[config.mk]
export PLATFORM = sky130hd
export DESIGN_NAME = pc_step_unit
export DESIGN_NICKNAME = d
export VERILOG_FILES = /design/src/rtl/pc_step_pkg.sv /design/src/rtl/pc_step_unit_rise_detect.sv /design/src/rtl/pc_step_unit.sv
export SDC_FILE = /design/constraint.sdc
export NUM_CORES = 1
export LEC_CHECK = 0
export BUFFER_PORTS_ARGS = -buffer_cell sky130_fd_sc_hd__buf_2
export CAP_MARGIN = 0
export CORE_UTILIZATION = 60
export CTS_CLUSTER_SIZE = 14
export DETAILED_ROUTE_END_ITERATION = 8
export GPL_TIMING_DRIVEN = 0
export PLACE_DENSITY = 0.84
export SETUP_SLACK_MARGIN = 0.15
export SLEW_MARGIN = 10
export SYNTH_ARGS = -nofsm -noshare
export SYNTH_HDL_FRONTEND = slang
export SYNTH_SLANG_ARGS = --single-unit
[constraint.sdc]
create_clock -name clk -period 5.97 [get_ports clk]
set_input_delay 1.4925 -clock clk [delete_from_list [all_inputs] [get_ports clk]]
set_output_delay 1.4925 -clock clk [all_outputs]
set_load 0.03 [all_outputs]
[src/rtl/pc_step_pkg.sv]
// Shared types and constants for the instruction-step PC unit.
package pc_step_pkg;

   typedef enum logic [1:0] {
      ST_RUN      = 2'd0,
      ST_COMMIT   = 2'd1,
      ST_WAIT_LOW = 2'd2,
      ST_HALTED   = 2'd3
   } state_e;

   localparam logic [31:0] PC_STEP      = 32'd4;
   localparam logic [31:0] SYSCALL_WORD = 32'h0000_000C;

   // Target for one step: jump beats branch beats sequential; a syscall always
   // falls through so the halted PC points past it.
   function automatic logic [31:0] next_pc(
      input logic [31:0] pc,
      input logic        syscall,
      input logic [15:0] imm16,
      input logic        br,
      input logic        jmp,
      input logic [31:0] jaddr
   );
      logic [31:0] seq;
      logic [31:0] offs;
      seq  = pc + PC_STEP;
      offs = {{14{imm16[15]}}, imm16, 2'b00};
      if (syscall)  return seq;
      else if (jmp) return jaddr;
      else if (br)  return seq + offs;
      else          return seq;
   endfunction

endpackage

[src/rtl/pc_step_unit_rise_detect.sv]
// Rising-edge detector for the step-enable level; powers up as if the level
// were already high so a level held across reset does not look like an edge.
module rise_detect
   import pc_step_pkg::*;
(
   input  logic clk,
   input  logic rst,
   input  logic level,
   output logic rise
);

   logic level_q;
   logic level_d;

   always_comb begin
      level_d = level;
   end

   always_ff @(posedge clk) begin
      if (rst) level_q <= 1'b1;
      else     level_q <= level_d;
   end

   assign rise = level & ~level_q;

endmodule

[src/rtl/pc_step_unit.sv]
// Single-step program counter: one PC commit per cpu_clk rising edge, halts on
// syscall. Optional retired-instruction counter enabled by RETIRE_COUNT_EN.
module pc_step_unit
   import pc_step_pkg::*;
#(
   parameter logic [31:0] RESET_VECTOR = 32'h0000_0000
) (
   input  logic        clk,
   input  logic        rst,
   input  logic        cpu_clk,
   input  logic [31:0] instruction,
   input  logic        branch_success,
   input  logic        jump,
   input  logic [31:0] jump_address,
`ifdef RETIRE_COUNT_EN
   output logic [15:0] retired,
`endif
   output logic [31:0] pc,
   output logic        pc_valid,
   output logic        halted,
   output logic        misalign_err
);

   state_e      state_q, state_d;
   logic [31:0] pc_q, pc_d;
   logic        pc_valid_q, pc_valid_d;
   logic        halted_q, halted_d;
   logic        mis_q, mis_d;
   logic [31:0] instr_q, instr_d;
   logic        br_q, br_d;
   logic        jmp_q, jmp_d;
   logic [31:0] jaddr_q, jaddr_d;
   logic [31:0] tgt;
   logic        is_syscall;
   logic        rise;

   rise_detect u_rise (
      .clk   (clk),
      .rst   (rst),
      .level (cpu_clk),
      .rise  (rise)
   );

   assign is_syscall = (instr_q == SYSCALL_WORD);
   assign tgt        = next_pc(pc_q, is_syscall, instr_q[15:0], br_q, jmp_q, jaddr_q);

   always_comb begin
      state_d    = state_q;
      pc_d       = pc_q;
      pc_valid_d = 1'b0;
      halted_d   = halted_q;
      mis_d      = mis_q;
      instr_d    = instr_q;
      br_d       = br_q;
      jmp_d      = jmp_q;
      jaddr_d    = jaddr_q;
      case (state_q)
         ST_RUN: begin
            if (rise) begin
               instr_d = instruction;
               br_d    = branch_success;
               jmp_d   = jump;
               jaddr_d = jump_address;
               state_d = ST_COMMIT;
            end
         end
         ST_COMMIT: begin
            pc_d       = tgt;
            pc_valid_d = 1'b1;
            if (tgt[1:0] != 2'b00) mis_d = 1'b1;
            if (is_syscall) begin
               halted_d = 1'b1;
               state_d  = ST_HALTED;
            end else begin
               state_d  = ST_WAIT_LOW;
            end
         end
         // Edges arriving here belong to the step already taken.
         ST_WAIT_LOW: begin
            if (!cpu_clk) state_d = ST_RUN;
         end
         ST_HALTED: state_d = ST_HALTED;
         default:   state_d = ST_RUN;
      endcase
   end

   always_ff @(posedge clk) begin
      if (rst) begin
         state_q    <= ST_RUN;
         pc_q       <= RESET_VECTOR;
         pc_valid_q <= 1'b0;
         halted_q   <= 1'b0;
         mis_q      <= 1'b0;
         instr_q    <= '0;
         br_q       <= 1'b0;
         jmp_q      <= 1'b0;
         jaddr_q    <= '0;
      end else begin
         state_q    <= state_d;
         pc_q       <= pc_d;
         pc_valid_q <= pc_valid_d;
         halted_q   <= halted_d;
         mis_q      <= mis_d;
         instr_q    <= instr_d;
         br_q       <= br_d;
         jmp_q      <= jmp_d;
         jaddr_q    <= jaddr_d;
      end
   end

`ifdef RETIRE_COUNT_EN
   logic [15:0] retired_q, retired_d;

   always_comb begin
      retired_d = retired_q;
      if (state_q == ST_COMMIT) retired_d = retired_q + 16'd1;
   end

   always_ff @(posedge clk) begin
      if (rst) retired_q <= '0;
      else     retired_q <= retired_d;
   end

   assign retired = retired_q;
`endif

   assign pc           = pc_q;
   assign pc_valid     = pc_valid_q;
   assign halted       = halted_q;
   assign misalign_err = mis_q;

endmodule

# Word level (Yosys, flattened, before mapping)
# Cells that the tools add are included.
# totals
ff_bits,104
latchBits,0
ramBits,0
mem_bits_ro,0
in_bits,69
out_inout_bits,35
word_cells,34
mem_count,0
# classes
add_sub_neg,2
multipliers,0
n_div,0
magnitude_cmp,0
eq_ne,6
n_shift,0
n_mux,8
bitwise,2
reduce_logical,6
# op_table
cell,count
two-way mux 32 bit,3
"adder 32 x 3 -> 32 bit, second input constant",1
adder 32 bit,1
"equality test 32 x 4 -> 1 bit, second input constant",1
one-hot mux 2 bit (4 select lines),1
AND reduction 2 bit,4
"equality test 2 bit, second input constant",2
two-way mux 2 bit,2
"!= test 2 bit, second input constant",2
"equality test 2 x 1 -> 1 bit, second input constant",1
logical NOT 2 bit,1
two-way mux 1 bit,2
nonzero test 2 bit,1
AND 1 bit,1
NOT 1 bit,1

# Longest topological paths before layout
# logic_depth
depth_word,7
mapped_depth,18
mapped_depth_nobuf,17

# Cells and area by module
# From an unflattened synthesis, not the netlist that was laid out.
# unflattened
cells_unflattened,874
hier_area_um2,6523.8
# modules_own_cells
module,instances,cells_each,area_each_um2,seq_area_each_um2
pc_step_unit,1,871,6491.2,2062.0
rise_detect,1,3,32.5,20.0

# Worst setup path after synthesis
# OpenSTA, ideal clock, no wires.
# synth_timing
path_type,register to register
startpoint,register pc_q[4] (netlist: pc[4])
endpoint,register pc_q[30] (netlist: pc[30])
setup_ns,0.114
arrival_time_ns,3.580
setup_slack_ns,2.276
stages_incl_launch_ff,18
cell_sequence,dfxtp_1 -> and4_1 -> buf_2 -> and3_1 -> and2b_1 -> xor2_1 -> ha_1 -> buf_2 -> a21o_1 -> a21o_1 -> a21oi_1 -> o21a_1 -> o31ai_2 -> a211o_1 -> a221oi_2 -> xor2_1 -> a21oi_1 -> a21o_1
# synth_between
elab_chain_len,5
# synth_rtl
element,line_no,source
"start, declared",pc_step_unit.sv:25,"logic [31:0] pc_q, pc_d;"
"start signal, assigned",pc_step_unit.sv:100,pc_q <= pc_d;
adder 32 x 3 -> 32 bit (*),pc_step_pkg.sv:26,seq = pc + PC_STEP;
adder 32 bit,pc_step_pkg.sv:30,else if (br) return seq + offs;
two-way mux 32 bit,pc_step_pkg.sv:30,
two-way mux 32 bit,pc_step_pkg.sv:29,else if (jmp) return jaddr;
two-way mux 32 bit (*),pc_step_pkg.sv:28,if (syscall) return seq;
# Every way passes the cells marked *; elsewhere a longest branch is shown, timed or not.
# A chain may end at the register's enable or synchronous reset.

# Worst setup path in the final report
# layout_timing
startpoint,register pc_q[2] (netlist: pc[2])
endpoint,register pc_q[31] (netlist: pc[31])
# Same word-level chain as after synthesis.

==> qor.txt <==
Yosys top cell by area = dfxtp_1
Clock Pin Slew Worst Setup and Hold Paths = 120 ps
R2R cell count = 16
Async set-reset flop share out of synthesis = 0%
Leak = 3.03 nW
H-tree Lvls = 3
Reg area = 2080 um2
Root buffer cell = clkbuf_8
Worst min-delay path class = register to register
CP arrival = 4630 ps
PD cells = 194 nW/um2
Post-synth EDFFs = 0
Routability cong. = 0.966
Register area share after synthesis = 33.2%
Antenna Cells = 0
Vias in the first global route = 5814
DRT iter0 DRCs = 629
Crit path max fanout = 9
Worst Setup EP = pc[31]
Crit start category = register
Post-DP HPWL = 14000 um
Final nets = 1051
Cts bufs inserted = 9
Top Ports = 104
Reg-to-Reg End = pc[31]
Effective utilization at floorplan = 63.0%
Worst vdd ir = 145 uV
Synth Register Bits = 104
Fill cell count = 869
CTS tree = built
ANT nets after route = 0
First-pass GRT wire length = 29700 um
Post-layout minimum cycle time = 4320 ps
Row cnt = 36
Mean Syn Cell Area = 7.55 um2
Syn Nets = 937
Hold buffer count at CTS = 0
Area after DPL = 6950 um2
Clk Latency, worst-skew pair = 390 ps
Commonest register cell after synthesis = dfxtp_1
Multi-input logic area = 3970 um2
Worst-Margin Slew = 1120 ps
Distinct cells, synth = 56
Routed wire length = 18300 um
PortBufs = 103
Grt total ovfl = 0
FF-to-FF setup slack = 1650 ps
Slew headroom = 25.1%
Worst Setup Slack post-DPL = 1770 ps
Largest net degree at the start of global routing = 24
Final Setup Violations = 0
Clock net sink count = 104
Hold Vio Cnt, Final = 0
Tot GR Track Use = 34.3%
Most instantiated cells after synthesis = 196 x nand2_1, 114 x a21oi_1, 104 x dfxtp_1, 47 x nor2_1, 43 x clkbuf_1
CP required = 6280 ps
Fmax = 232 MHz
Number of gates resized after CTS = 0
Status = completed
Initial antenna violation count = 0
Synthesized cell area = 6270 um2
Cells after synthesis = 830
Worst clock skew = 14.0 ps
Layout cells sized above 1 = 13.9%
Origin of the worst setup path = pc[2]
Fin Setup TNS = 0 ps
Count leader, synth = nand2_1
First-pass DRT Iterations = 6
Slew Viols, Final = 0
Synth warn = 0
Die Wd = 104 um
Max Cap Viol = 0
Final period utilization = 72.3%
Setup WS post-layout = 1650 ps
CP Capture Type = register
Area Overhead vs Synth = 14.4%
Die height = 104 um
RSZ-0062 raised after global routing = no
Vias = 6539
Drt drc = 0
Top post-synthesis cells by area = dfxtp_1 33%, nand2_1 12%, a21oi_1 9.1%
Hold WS = 467 ps
RR Startpoint = pc[2]
Yosys top cell area share = 33.2%
Die area = 10900 um2
Avg WL per Cell = 16.9 um
Crit path kind = register to register
Drt via density = 6.04
Clk buf depth = 2
Total core area = 9950 um2
Final Cell Area = 7170 um2
Post-CTS Setup Inserts = 0
worst min-delay path by stage:
stage,cells past startpoint,endpoint,from,slack (ps)
finish,2,instr_q[26],instr_q[26],470
global route,2,instr_q[29],instr_q[29],490
CTS,2,instr_q[23],instr_q[23],470
detailed placement,2,instr_q[24],instr_q[24],450
global placement,2,instr_q[25],instr_q[25],440
floorplan,2,jaddr_q[14],jaddr_q[14],430
where the power goes:
group | internal [mW] | total, mW | switching (mW)
clock network | 0.208 | 0.484 | 0.277
logic | 0.0632 | 0.170 | 0.107
registers | 0.714 | 0.736 | 0.0221
total | 0.985 | 1.39 | 0.405
placed cells by master (no fill, tap or decap), drive strengths merged, types with 20 or more instances in the layout:
master,n
buf,109
dfxtp,104
a21oi,116
clkbuf,52
nand3,21
o211ai,20
a21o,23
xnor2,38
o21ai,23
ha,37
nor2,48
nand2,196
layout make-up:
type | instances | share of cell area [%]
repair buffers | 103 | 7.19
plain buffers | 49 | 2.63
multi-input cells | 669 | 55.3
clock inverters | 7 | 1.36
flip-flops and latches | 104 | 29.0
clock buffers | 9 | 1.73
inverters | 8 | 0.419
well taps | 133 | 2.32
metal layers:
metal | GRT usage [%] | part of all wire (%)
met5 | 0 | 0
met4 | 10.9 | 2.3
met3 | 4.26 | 9.7
met2 | 51.3 | 43
met1 | 51.0 | 45
through the flow:
step                power (mW)  util [%]  cells
floorplan                0.851         -    830
global placement         0.914      69.8   1066
detailed placement       0.916      69.8   1066
CTS                       1.39      72.0   1082
global route              1.44      72.0   1082
finish                    1.39      72.0   1082
cell families (layout without fill, tap and decap cells):
kind of cell,after synthesis,count (layout),share of synthesized area (%)
fa+ha+maj,38,38,7.71
mux,3,3,0.479
flops,104,104,33.2
simple gates,343,343,24.3
xor+xnor,52,52,7.27
compound gates,233,233,23.5
buf+inv,57,176,3.49
registers in the layout (all words and copies together) (netlist names):
register / count
br_q: 1
jmp_q: 1
jaddr_q: 32
instr_q: 32
halted: 1
misalign_err: 1
state_q: 2
pc: 32
pc_valid: 1
u_rise.level_q: 1
critical path: stages (launching register included):
cell      delay (ps)
dfxtp_1          570
ha_1             360
nand2_1           80
nor2_1           360
nand4_1          170
xnor2_1          210
ha_1             420
and4_1           270
nor2b_1          140
nand4_1           90
o21ai_1          150
nor2_1           130
o31a_1           260
a211oi_1         440
mux2i_1          320
o21ai_1          110
a41oi_1          150
(Power assumes the default switching activity.)
